$ cat src/rtl/object_trajectory.sv
// Single flying object: launched by valid/ready, steps by signed velocity every tick_period clocks,
// retires on kill or leaving the playfield. Optional gravity on vy when OBJ_GRAVITY_EN is defined.
module object_trajectory #(
  parameter int XW       = 10,
  parameter int YW       = 9,
  parameter int VW       = 6,
  parameter int SCREEN_W = 640,
  parameter int SCREEN_H = 480,
  parameter int DIVW     = 32,
  parameter int GRAVITY  = 1
) (
  input  logic            clk,
  input  logic            rst_n,
  input  logic            launch_valid,
  output logic            launch_ready,
  input  logic [XW-1:0]   init_x,
  input  logic [YW-1:0]   init_y,
  input  logic [VW-1:0]   init_vx,
  input  logic [VW-1:0]   init_vy,
  input  logic [DIVW-1:0] tick_period,
  input  logic [XW-1:0]   obj_w,
  input  logic            kill,
  output logic [XW-1:0]   posx,
  output logic [YW-1:0]   posy,
  output logic            active,
  output logic            oob_pulse
);

  localparam int IXW = XW + 2;
  localparam int IYW = YW + 2;
  localparam int CW  = IXW + 2;

  localparam logic signed [CW-1:0]  X_SCREEN = CW'(SCREEN_W);
  localparam logic signed [IYW-1:0] Y_HI     = IYW'(SCREEN_H);
  localparam logic signed [IYW-1:0] Y_LO     = IYW'(-SCREEN_H);

  localparam logic signed [VW+1:0] V_MAX = (VW+2)'((2 ** (VW - 1)) - 1);
  localparam logic signed [VW+1:0] V_MIN = (VW+2)'(-(2 ** (VW - 1)));

`ifdef OBJ_GRAVITY_EN
  localparam logic signed [VW+1:0] G_STEP = (VW+2)'(GRAVITY);
`else
  // With gravity disabled the increment is zero, so vy stays constant for the flight.
  localparam logic signed [VW+1:0] G_STEP = (VW+2)'(GRAVITY * 0);
`endif

  typedef enum logic {IDLE, FLIGHT} state_t;

  state_t                 state;
  logic signed [IXW-1:0]  x;
  logic signed [IYW-1:0]  y;
  logic signed [VW-1:0]   vx;
  logic signed [VW-1:0]   vy;
  logic [DIVW-1:0]        period;
  logic [DIVW-1:0]        divider;

  logic                   step;
  logic signed [IXW-1:0]  x_step;
  logic signed [IYW-1:0]  y_step;
  logic signed [CW-1:0]   x_step_wide;
  logic signed [CW-1:0]   x_limit;
  logic                   oob;
  logic signed [VW+1:0]   vy_sum;
  logic signed [VW-1:0]   vy_grav;

  // period is stored already forced to >= 1, so period-1 never underflows
  assign step = (state == FLIGHT) && (divider == period - DIVW'(1));

  assign x_step      = x + {{(IXW-VW){vx[VW-1]}}, vx};
  assign y_step      = y + {{(IYW-VW){vy[VW-1]}}, vy};
  assign x_step_wide = {{(CW-IXW){x_step[IXW-1]}}, x_step};
  assign x_limit     = X_SCREEN - $signed({{(CW-XW){1'b0}}, obj_w});

  // Top exit is tolerated down to -SCREEN_H so arcs may leave and come back.
  assign oob = x_step[IXW-1] || (x_step_wide > x_limit) ||
               (y_step >= Y_HI) || (y_step < Y_LO);

  assign vy_sum = {{2{vy[VW-1]}}, vy} + G_STEP;

  always_comb begin
    vy_grav = vy_sum[VW-1:0];
    if (vy_sum > V_MAX) begin
      vy_grav = V_MAX[VW-1:0];
    end else if (vy_sum < V_MIN) begin
      vy_grav = V_MIN[VW-1:0];
    end
  end

  always_ff @(posedge clk or negedge rst_n) begin
    if (!rst_n) begin
      state        <= IDLE;
      x            <= '0;
      y            <= '0;
      vx           <= '0;
      vy           <= '0;
      period       <= DIVW'(1);
      divider      <= '0;
      posx         <= '0;
      posy         <= '0;
      active       <= 1'b0;
      oob_pulse    <= 1'b0;
      launch_ready <= 1'b1;
    end else begin
      oob_pulse <= 1'b0;
      case (state)
        IDLE: begin
          if (launch_valid && launch_ready) begin
            state        <= FLIGHT;
            x            <= {2'b00, init_x};
            y            <= {2'b00, init_y};
            vx           <= init_vx;
            vy           <= init_vy;
            period       <= (tick_period == '0) ? DIVW'(1) : tick_period;
            divider      <= '0;
            posx         <= init_x;
            posy         <= init_y;
            active       <= 1'b1;
            launch_ready <= 1'b0;
          end
        end
        FLIGHT: begin
          if (kill) begin
            state        <= IDLE;
            active       <= 1'b0;
            launch_ready <= 1'b1;
          end else if (step) begin
            divider <= '0;
            if (oob) begin
              state        <= IDLE;
              active       <= 1'b0;
              launch_ready <= 1'b1;
              oob_pulse    <= 1'b1;
            end else begin
              x    <= x_step;
              y    <= y_step;
              vy   <= vy_grav;
              posx <= x_step[XW-1:0];
              posy <= y_step[IYW-1] ? '0 : y_step[YW-1:0];
            end
          end else begin
            divider <= divider + DIVW'(1);
          end
        end
        default: state <= IDLE;
      endcase
    end
  end

endmodule
$ cat config.mk
export PLATFORM = sky130hd
export DESIGN_NAME = object_trajectory
export DESIGN_NICKNAME = d
export VERILOG_FILES = /design/src/rtl/object_trajectory.sv
export SDC_FILE = /design/constraint.sdc
export NUM_CORES = 1
export LEC_CHECK = 0
export BUFFER_PORTS_ARGS = -buffer_cell sky130_fd_sc_hd__buf_2
export CORE_UTILIZATION = 55
export DETAILED_ROUTE_END_ITERATION = 8
export HOLD_SLACK_MARGIN = 0.05
export PLACE_DENSITY = 0.78
export SLEW_MARGIN = 40
export SYNTH_ARGS = -nofsm -noshare
export SYNTH_HDL_FRONTEND = slang
export SYNTH_SLANG_ARGS = --single-unit
$ cat constraint.sdc
create_clock -name clk -period 5.47 [get_ports clk]
set_clock_uncertainty 0.05 [all_clocks]
set_input_delay 1.094 -clock clk [delete_from_list [all_inputs] [get_ports clk]]
set_output_delay 1.094 -clock clk [all_outputs]
set_load 0.005 [all_outputs]
==> impl_results.md <==
* Top cell type's share of synthesized area at between 30% and 40%
* WL/cell at 16.8 µm
* Slew @ Worst Pin at 0.804 ns
* Power density over the cells at 426 nW/µm²
* DR vias/cell at about 6.1
* Final core utilization at 62.8%
* Synth Area in Simple Gates at around 20%
* Number of global-route vias before repair at 6,246
* Post-synthesis sequential area ratio at a little over a third
* 1st-pass router iterations at 5
* GP Congestion at 0.967
* Final Hold Vio Count at 0
* Largest cells by area after synthesis: dfrtp_1 35%, mux2_2 10%, ha_1 5.7%, xnor2_1 4.6%, xor2_1 4.6%
* Final wirelength at between 15,000 and 20,000 µm
* All-Layer GR Usage at 26.3%
* Setup crit start: posx[0]
* Initial DRC count at 411
* Synth cell types at 71
* Cell chain of the critical path: ha_1 > inv_1 > fa_1 > nor2b_1 > o21ai_0 > nand2b_1 > a311o_1 > a31o_2 > a21oi_1 > xnor2_1 > ha_1 > or3_1 > a211oi_1 > o21ai_0 > a221o_1 > o31ai_4 > buf_4 > mux2_2
* Fmax at 221 MHz
* Post-Synth XOR/XNOR Area at 9.15%
* Synth Area per Inst at approximately 9.6 µm²
* Crit path max fanout at 18
* Post-synth EDFFs at 0
* Largest net degree at the start of global routing at 74
* Die width at 121 µm
* Leak at ~4.0 nW
* CTS tree: done
* Adder-Cell Fraction of Synth Area at between 6 and 7%
* Clock insertion delay at the later pin of the skew report at 0.36 ns
* Top-count cell post-synth: dfrtp_1
* Post-route DRC at 0
* Area Overhead vs Synth at 11.1%
* Setup crit end kind: register
* Syn Std Cell Area at 7850 µm²
* Number of setup violations in the final report at 0
* Die H at around 120 µm
* N_diodes at 0
* Post-synth top area cell: dfrtp_1
* Largest family of logic cells by synthesized area: simple AND/OR/NAND/NOR gates
* Top cells by count, synth: 110 x dfrtp_1, 72 x mux2_2, 66 x nor2_1, 59 x nand2_1
* Root Buffer: clkbuf_16
* Layout cells sized above 1 at 23.6%
* Critical Path Max Stage Delay at 0.40 ns
* Final #Nets at 1,021
* Final worst path period share at between 80% and 90%
* Number of CTS-inserted buffers at 9
* IO buf count at between 90 and 100
* Top FF cell, synth: dfrtp_1
* Crit path time final at 4.53 ns
* Num ports at roughly 100
* Reg2reg start: posx[0]
* Slew Limit Fails at 0
* Post-synthesis mux area share at 12.7%
* Synth Register Bits at 112
* Post-Syn Instances at ~820
* Unrepaired setup endpoints after global routing: no
* CTS Buffer Depth at 2
* GR Overflow Total at 0
* DP Wirelength at 13,800 µm
* Core Footprint at between 10,000 and 15,000 µm²
* Slowest CP cell: dfrtp_1
* FP Rows at 43
* Synthesis warning total at 0
* Max-cap viol count at 0
* Hold path start: vx[3]
* Hold buffers post-CTS at 0
* H-tree levels at 3
* Vias at between 6,000 and 7,000
* Reg clk slew, reported paths at 0.07 ns
* Kind of cell adding the most delay to the critical path: compound AO/OA/AOI/OAI gates
* Crit Path Category: reg -> reg
* CP Launch Type: register
* Initial Utilization at 56.6%
* Slew margin rel. at between 40% and 50%
* Syn nets at about 940
* Final setup TNS at 0 ns
* Post-CTS Setup Repair Bufs at 0
* # resized after CTS at 0
* Synth Area in Compound Gates at between 10 and 15%
* Fillers at 1,199
* Peak supply drop at 292 µV
* Hold Crit Class: reg -> reg
* Clock sink total at 112
* First-pass GRT wire length at between 30,000 and 40,000 µm
* Worst Path Arrival at between 4 and 5 ns
* WP data required at 5.66 ns
* Routed Antenna Nets at 0
* Die Area at 14,800 µm²
* Asr flop ratio synth at 100%
* Status: completed
* Crit path buffers/inverters at 2
* Antenna violations before repair at 0
where the power goes:
group | switching, W | total (W) | internal, W
Sequential | 0.000236 | 0.00127 | 0.00103
Combinational | 0.00100 | 0.00183 | 0.000833
Clock | 0.000298 | 0.000616 | 0.000318
Total | 0.00154 | 0.00372 | 0.00218
final timing paths:
| kind | end | slack [ns] | cells past startpoint |
|---|---|---|---|
| max in group asynchronous | period[0] | 3.68 | 2 |
| max | y[2] | 0.94 | 18 |
| min | vx[3] | 0.46 | 1 |
| max reg2reg | y[2] | 0.94 | 18 |
| min in group asynchronous | period[21] | 0.69 | 1 |
| min reg2reg | vx[3] | 0.46 | 1 |
per-stage QoR:
step	setup slack, ns	instance area [µm²]	cells	hold WS (ns)	power, W
2_1_floorplan	1.33	7850	822	0.410	0.00262
3_3_place_gp	1.01	8440	1075	0.433	0.00302
3_5_place_dp	0.848	8440	1075	0.440	0.00307
4_1_cts	0.953	8720	1090	0.464	0.00371
5_1_grt	0.570	8720	1090	0.473	0.00401
6_report	0.945	8720	1090	0.463	0.00372
flip-flops by register name (all words and copies together), names as in the netlist:
register	count
y	11
vy	6
launch_ready	1
oob_pulse	1
posy	9
posx	9
period	32
state	1
divider	32
x	3
vx	6
active	1
placed cells by master (no fill, tap or decap), types with 24 or more instances in the layout:
| cell | count |
|---|---|
| nor2_1 | 66 |
| o21ai_0 | 27 |
| dfrtp_1 | 110 |
| mux2_2 | 72 |
| xnor2_1 | 41 |
| nand2_1 | 59 |
| buf_2 | 97 |
| nor3_1 | 26 |
| nand3_1 | 28 |
| ha_1 | 36 |
| xor2_1 | 41 |
| a21oi_1 | 24 |
| inv_1 | 36 |
routing by layer:
metal,part of all wire (%),track usage [%],routed length (µm)
met2,47,41.8,8640
met3,5.7,5.45,1050
met1,46,36.6,8360
met4,1.5,6.33,281
met5,0,0,0
cell families after synthesis:
group                    count (synthesis)
AO/OA/AOI/OAI                          139
XOR/XNOR                                82
adder cells (fa/ha/maj)                 38
buffers and inverters                   69
flip-flops                             112
multiplexers                            87
AND/OR/NAND/NOR                        295
area by class of cell:
cell class	instances	area (µm²)	share of cell area, %
sequential	112	2810	32.2
clock buffer	10	239	2.74
inverter	36	135	1.55
multi-input combinational	641	4730	54.2
timing repair buffer	106	557	6.38
tap	180	225	2.58
clock inverter	5	33.8	0.387
(Power assumes the default switching activity.)
